File: src/rtl/cheri_pkg.sv
// Shared types for the CHERI multicycle sequencer: FSM state encoding and the
// default revocation-lookup timeout.
package cheri_pkg;

  typedef enum logic [2:0] {
    MC_IDLE,
    MC_SBND2,
    MC_LSU_WAIT,
    MC_TRVK_REQ,
    MC_TRVK_WAIT,
    MC_DONE
  } mc_state_e;

  localparam int unsigned TRVK_TIMEOUT_DEF = 16;

endpackage

File: src/rtl/cheri_mc_seq.sv
// EX-stage sequencer for multicycle CHERI ops: two-cycle bounds ops and the
// load-barrier CLC (LSU data -> revocation lookup -> clear-tag decision).
module cheri_mc_seq
  import cheri_pkg::*;
#(
  parameter bit          CheriSBND2  = 1'b0,
  parameter int unsigned TrvkTimeout = TRVK_TIMEOUT_DEF
) (
  input  logic clk_i,
  input  logic rst_i,
  input  logic start_i,
  input  logic op_sbnd_i,
  input  logic op_clc_i,
  input  logic flush_i,
  input  logic lsu_resp_valid_i,
  input  logic lsu_resp_err_i,
  input  logic lsu_tag_i,
  output logic trvk_req_o,
  input  logic trvk_gnt_i,
  input  logic trvk_rsp_valid_i,
  input  logic trvk_rsp_revoked_i,
  output logic busy_o,
  output logic done_o,
  output logic sbnd_stage_o,
  output logic clr_tag_o,
  output logic err_o
);

  localparam int unsigned CntW = $clog2(TrvkTimeout);
  localparam logic [CntW-1:0] CntLast = CntW'(TrvkTimeout - 1);

  mc_state_e       state_q, state_d;
  logic [CntW-1:0] cnt_q, cnt_d;
  logic            rsp_pending_q, rsp_pending_d;
  logic            clr_tag_q, clr_tag_d;
  logic            err_q, err_d;

  always_comb begin
    state_d       = state_q;
    cnt_d         = cnt_q;
    // Any lookup response retires the single outstanding request, wherever it lands.
    rsp_pending_d = rsp_pending_q & ~trvk_rsp_valid_i;
    clr_tag_d     = 1'b0;
    err_d         = 1'b0;
    trvk_req_o    = 1'b0;

    unique case (state_q)
      MC_IDLE: begin
        if (start_i && !flush_i) begin
          if (op_clc_i) begin
            state_d = MC_LSU_WAIT;
          end else if (op_sbnd_i && CheriSBND2) begin
            state_d = MC_SBND2;
          end
        end
      end
      MC_SBND2: state_d = MC_IDLE;
      MC_LSU_WAIT: begin
        if (lsu_resp_valid_i) begin
          if (lsu_resp_err_i) begin
            state_d = MC_DONE;
            err_d   = 1'b1;
          end else if (!lsu_tag_i) begin
            state_d = MC_DONE;
          end else begin
            state_d = MC_TRVK_REQ;
          end
        end
      end
      MC_TRVK_REQ: begin
        trvk_req_o = ~rsp_pending_q;
        if (trvk_req_o && trvk_gnt_i) begin
          state_d       = MC_TRVK_WAIT;
          cnt_d         = '0;
          rsp_pending_d = 1'b1;
        end
      end
      MC_TRVK_WAIT: begin
        if (cnt_q != '1) cnt_d = cnt_q + 1'b1;
        if (trvk_rsp_valid_i) begin
          state_d   = MC_DONE;
          clr_tag_d = trvk_rsp_revoked_i;
        end else if (cnt_q == CntLast) begin
          // No answer in time: treat the capability as revoked.
          state_d   = MC_DONE;
          clr_tag_d = 1'b1;
        end
      end
      MC_DONE: state_d = MC_IDLE;
      default: state_d = MC_IDLE;
    endcase

    if (flush_i && state_q != MC_IDLE) begin
      state_d   = MC_IDLE;
      clr_tag_d = 1'b0;
      err_d     = 1'b0;
    end
  end

  always_ff @(posedge clk_i) begin
    if (rst_i) begin
      state_q       <= MC_IDLE;
      cnt_q         <= '0;
      rsp_pending_q <= 1'b0;
      clr_tag_q     <= 1'b0;
      err_q         <= 1'b0;
    end else begin
      state_q       <= state_d;
      cnt_q         <= cnt_d;
      rsp_pending_q <= rsp_pending_d;
      clr_tag_q     <= clr_tag_d;
      err_q         <= err_d;
    end
  end

  assign busy_o       = (state_q != MC_IDLE);
  assign sbnd_stage_o = (state_q == MC_SBND2);
  assign done_o       = ((state_q == MC_DONE) || (state_q == MC_SBND2)) && !flush_i;
  assign clr_tag_o    = clr_tag_q;
  assign err_o        = err_q;

`ifndef SYNTHESIS
  a_start_onehot: assert property (@(posedge clk_i) disable iff (rst_i)
    start_i |-> $onehot0({op_sbnd_i, op_clc_i}));
  a_no_start_busy: assert property (@(posedge clk_i) disable iff (rst_i)
    start_i |-> !busy_o);
  a_req_stable: assert property (@(posedge clk_i) disable iff (rst_i || flush_i)
    (trvk_req_o && !trvk_gnt_i) |=> trvk_req_o);
`endif

endmodule

File: config.mk
export PLATFORM = sky130hd
export DESIGN_NAME = cheri_mc_seq
export DESIGN_NICKNAME = d
export VERILOG_FILES = /design/src/rtl/cheri_pkg.sv /design/src/rtl/cheri_mc_seq.sv
export SDC_FILE = /design/constraint.sdc
export NUM_CORES = 1
export LEC_CHECK = 0
export ABC_AREA = 1
export CORE_MARGIN = 3
export CORE_UTILIZATION = 37
export DETAILED_ROUTE_END_ITERATION = 8
export DONT_BUFFER_PORTS = 1
export GPL_TIMING_DRIVEN = 0
export HOLD_SLACK_MARGIN = 0.12
export PLACE_DENSITY = 0.61
export SYNTH_ARGS = -nofsm -noshare
export SYNTH_HDL_FRONTEND = slang
export SYNTH_SLANG_ARGS = --single-unit
File: constraint.sdc
create_clock -name clk_i -period 1.68 [get_ports clk_i]
set_input_delay 0.336 -clock clk_i [delete_from_list [all_inputs] [get_ports clk_i]]
set_output_delay 0.336 -clock clk_i [all_outputs]
set_load 0.02 [all_outputs]
==> results.sh <==
export IMPL_synthMuxAreaShare_pct=0
export IMPL_fillers=147
export IMPL_path_class="reg2out"
export IMPL_p_clk_share_pct=23.2
export IMPL_synth_fp_nets=99
export IMPL_worst_slew_pin_transition_ps=424.5
export IMPL_ys_ff_latch=10
export IMPL_antenna_cells=0
export IMPL_status="completed"
export IMPL_numCtsBuffers=3
export IMPL_grt_pass1_vias=480
export IMPL_cts_setup_buffers=0
export IMPL_worst_slack_ps=100.8
export IMPL_seq_power_share_pct=32.9
export IMPL_post_dp_hpwl_um=932.3
export IMPL_period_share_pct=94.00
export IMPL_crit_path_max_fanout=5
export IMPL_ys_flop_type="dfxtp_1"
export IMPL_post_route_util_pct=48.12
export IMPL_initial_core_util_pct=41.86
export IMPL_cpMostUsedCell="nor2_2"
export IMPL_synthToLayoutAreaGrowth_pct=14.96
export IMPL_yosysMostFrequentCell="nand2_1"
export IMPL_synthAdderAreaFrac_pct=2.137
export IMPL_drv_cap=0
export IMPL_power_frac_comb_pct=43.8
export IMPL_dpl_worst_slack_ps=328.0
export IMPL_yosys_area_top_type="dfxtp_1"
export IMPL_portBuffers=0
export IMPL_wirelength_mm=1.334
export IMPL_cp_required_ps=1340
export IMPL_avgSynthCellArea_um2=6.809
export IMPL_antenna_found_initial=0
export IMPL_wl_per_cell_um=12.47
export IMPL_synth_top_family_by_area="simple AND/OR/NAND/NOR gates"
export IMPL_synth_compound_area_share_pct=12.18
export IMPL_dieArea_um2=2096
export IMPL_yosysWarningCount=0
export IMPL_drtIter0Drc=7
export IMPL_cts_max_level=1
export IMPL_async_flop_share_pct=0
export IMPL_boundaryPins=18
export IMPL_fin_nets=106
export IMPL_core_um2=1399
export IMPL_synth_area_leaders="dfxtp_1 34%, nand2_1 12%, inv_1 7.7%, nand3_1 6.8%, nor2_1 4.5%"
export IMPL_p_leak_nw=0.3263
export IMPL_grtUsageTotal_pct=14.79
export IMPL_max_slew_margin_rel_pct=71.54
export IMPL_cp_start_kind="register"
export IMPL_cts_tree="built"
export IMPL_switching_share_pct=45.59
export IMPL_vias_per_cell=5.215
export IMPL_clkLatencyLatePin_ps=270
export IMPL_max_freq_mhz=633.2
export IMPL_seq_area_um2=200.2
export IMPL_synth_top_area_share_pct=34.19
export IMPL_die_w_um=45.78
export IMPL_p_total_w=0.0009604
export IMPL_path_cells="nand2_1, nor2_2, inv_2, nor2_2"
export IMPL_cts_root_buffer="clkbuf_4"
export IMPL_dr_pass1_iters=4
export IMPL_internal_power_w=0.0005226
export IMPL_fin_skew_ps=6.809
export IMPL_final_setup_viol_count=0
export IMPL_synth_cell_types=20
export IMPL_drive_gt1_share_pct=21.74
export IMPL_cpPeakStageDelay_ps=450
export IMPL_critPathBufInv=1
export IMPL_grt_overflow=0
export IMPL_ir_drop_uv=888.9
export IMPL_synthSimpleGateAreaFrac_pct=40.38
export IMPL_clock_sinks=10
export IMPL_die_y_um=45.78
export IMPL_grt_max_degree=7
export IMPL_path_delay_family="simple AND/OR/NAND/NOR gates"
export IMPL_synth_xor_area_share_pct=1.496
export IMPL_drt_antenna_violating_nets=0
export IMPL_place_congestion=0.7767
export IMPL_vias=558
export IMPL_hold_class="in2reg"
export IMPL_period_minus_slack_ps=1579
export IMPL_hold_viol=0
export IMPL_grt_pass1_wl_mm=2.166
export IMPL_rows=13
export IMPL_drcViolationCount=0
export IMPL_cpMaxStageDelayCell="dfxtp_1"
export IMPL_netlist_top_cells_count="18 x nand2_1, 12 x inv_1, 10 x dfxtp_1"
export IMPL_ys_seq_area_share_pct=34.19
export IMPL_mappedNetlistArea_um2=585.6
export IMPL_switchingPower_w=0.0004379
export IMPL_slew_viol_final=0
export IMPL_synth_edff_count=0
export IMPL_worst_setup_path_end_kind="primary output"
export IMPL_cts_buffer_depth=2
export IMPL_clk_pin_slew_ps=70
export IMPL_synth_cells=86
export IMPL_multi_input_area_um2=341.6
export IMPL_power_density_nw_per_um2=1427
export IMPL_cp_arrival_ps=1240
## final timing paths
| kind | start | end | slack, ps | cells after the start |
|---|---|---|---|---|
| max | state_q[1] | trvk_req_o | 100 | 4 |
| min | lsu_resp_err_i | err_o | 200 | 2 |
| max reg2reg | state_q[1] | clr_tag_o | 280 | 4 |
| min reg2reg | cnt_q[1] | cnt_q[1] | 490 | 2 |
## per-stage QoR
step                      TNS (ps)  hold slack, ps  instances  instance area [µm²]
final                            0           200.9        107                673.1
after global routing       -0.1246           187.0        107                673.1
after CTS                        0           122.5        106                650.6
after detailed placement         0           407.5        101                604.3
after global placement           0           406.5        101                604.3
after floorplan                  0           405.1         86                585.6
## flip-flops by register name (all words and copies together), names as in the netlist
name           count
clr_tag_o          1
cnt_q              4
err_o              1
rsp_pending_q      1
state_q            3
## worst register-to-register path: cells and delay by family (launching register included)
family / cells / cell delay [ps]
and+or+nand+nor: 2 / 440
DFF: 1 / 370
AOI/OAI and AO/OA: 2 / 530
## cells in the final DEF (no fill, tap or decap), drive strengths merged
master	n
nand2	22
inv	15
dfxtp	10
nand3	9
nor2	9
a21oi	7
nand4	4
clkbuf	4
nor3	2
o21ai	2
dlygate4sd3	2
o2111a	1
or2	1
and3	1
o211ai	1
xor2	1
ha	1
## layer usage
metal  wire (µm)  global-route usage [%]
met3          84                   7.115
met4           0                   3.409
met1         630                   19.95
met5           0                       0
met2         619                   21.17
## what timing repair did
action / 4_1_cts / 5_1_grt
resized for setup: 0 / 3
hold endpoints to repair: 3 / 2
setup endpoints to repair: 0 / 3
hold buffers: 1 / 1
## layout make-up
| type | count | share of cell area [%] |
|---|---|---|
| inverters | 15 | 8.364 |
| repair buffers | 2 | 2.974 |
| flip-flops and latches | 10 | 29.74 |
| clock buffers | 4 | 5.390 |
| multi-input cells | 61 | 50.74 |
| well taps | 15 | 2.788 |
## logic make-up after synthesis
logic type                 count (synthesis)
and+or+nand+nor                           48
adders and majority gates                  1
xor gates and xnor gates                   1
buffers and inverters                     15
AOI/OAI and AO/OA                         11
DFF                                       10
## power by group through the flow
stage | Clock (W) | Combinational [W] | Sequential (W)
detailed placement | 0 | 0.000402 | 0.000313
global placement | 0 | 0.000399 | 0.000313
CTS | 0.000229 | 0.000407 | 0.000308
global route | 0.000241 | 0.000465 | 0.000324
floorplan | 0 | 0.000345 | 0.000305
finish | 0.000223 | 0.000421 | 0.000316
(Power assumes the default switching activity.)
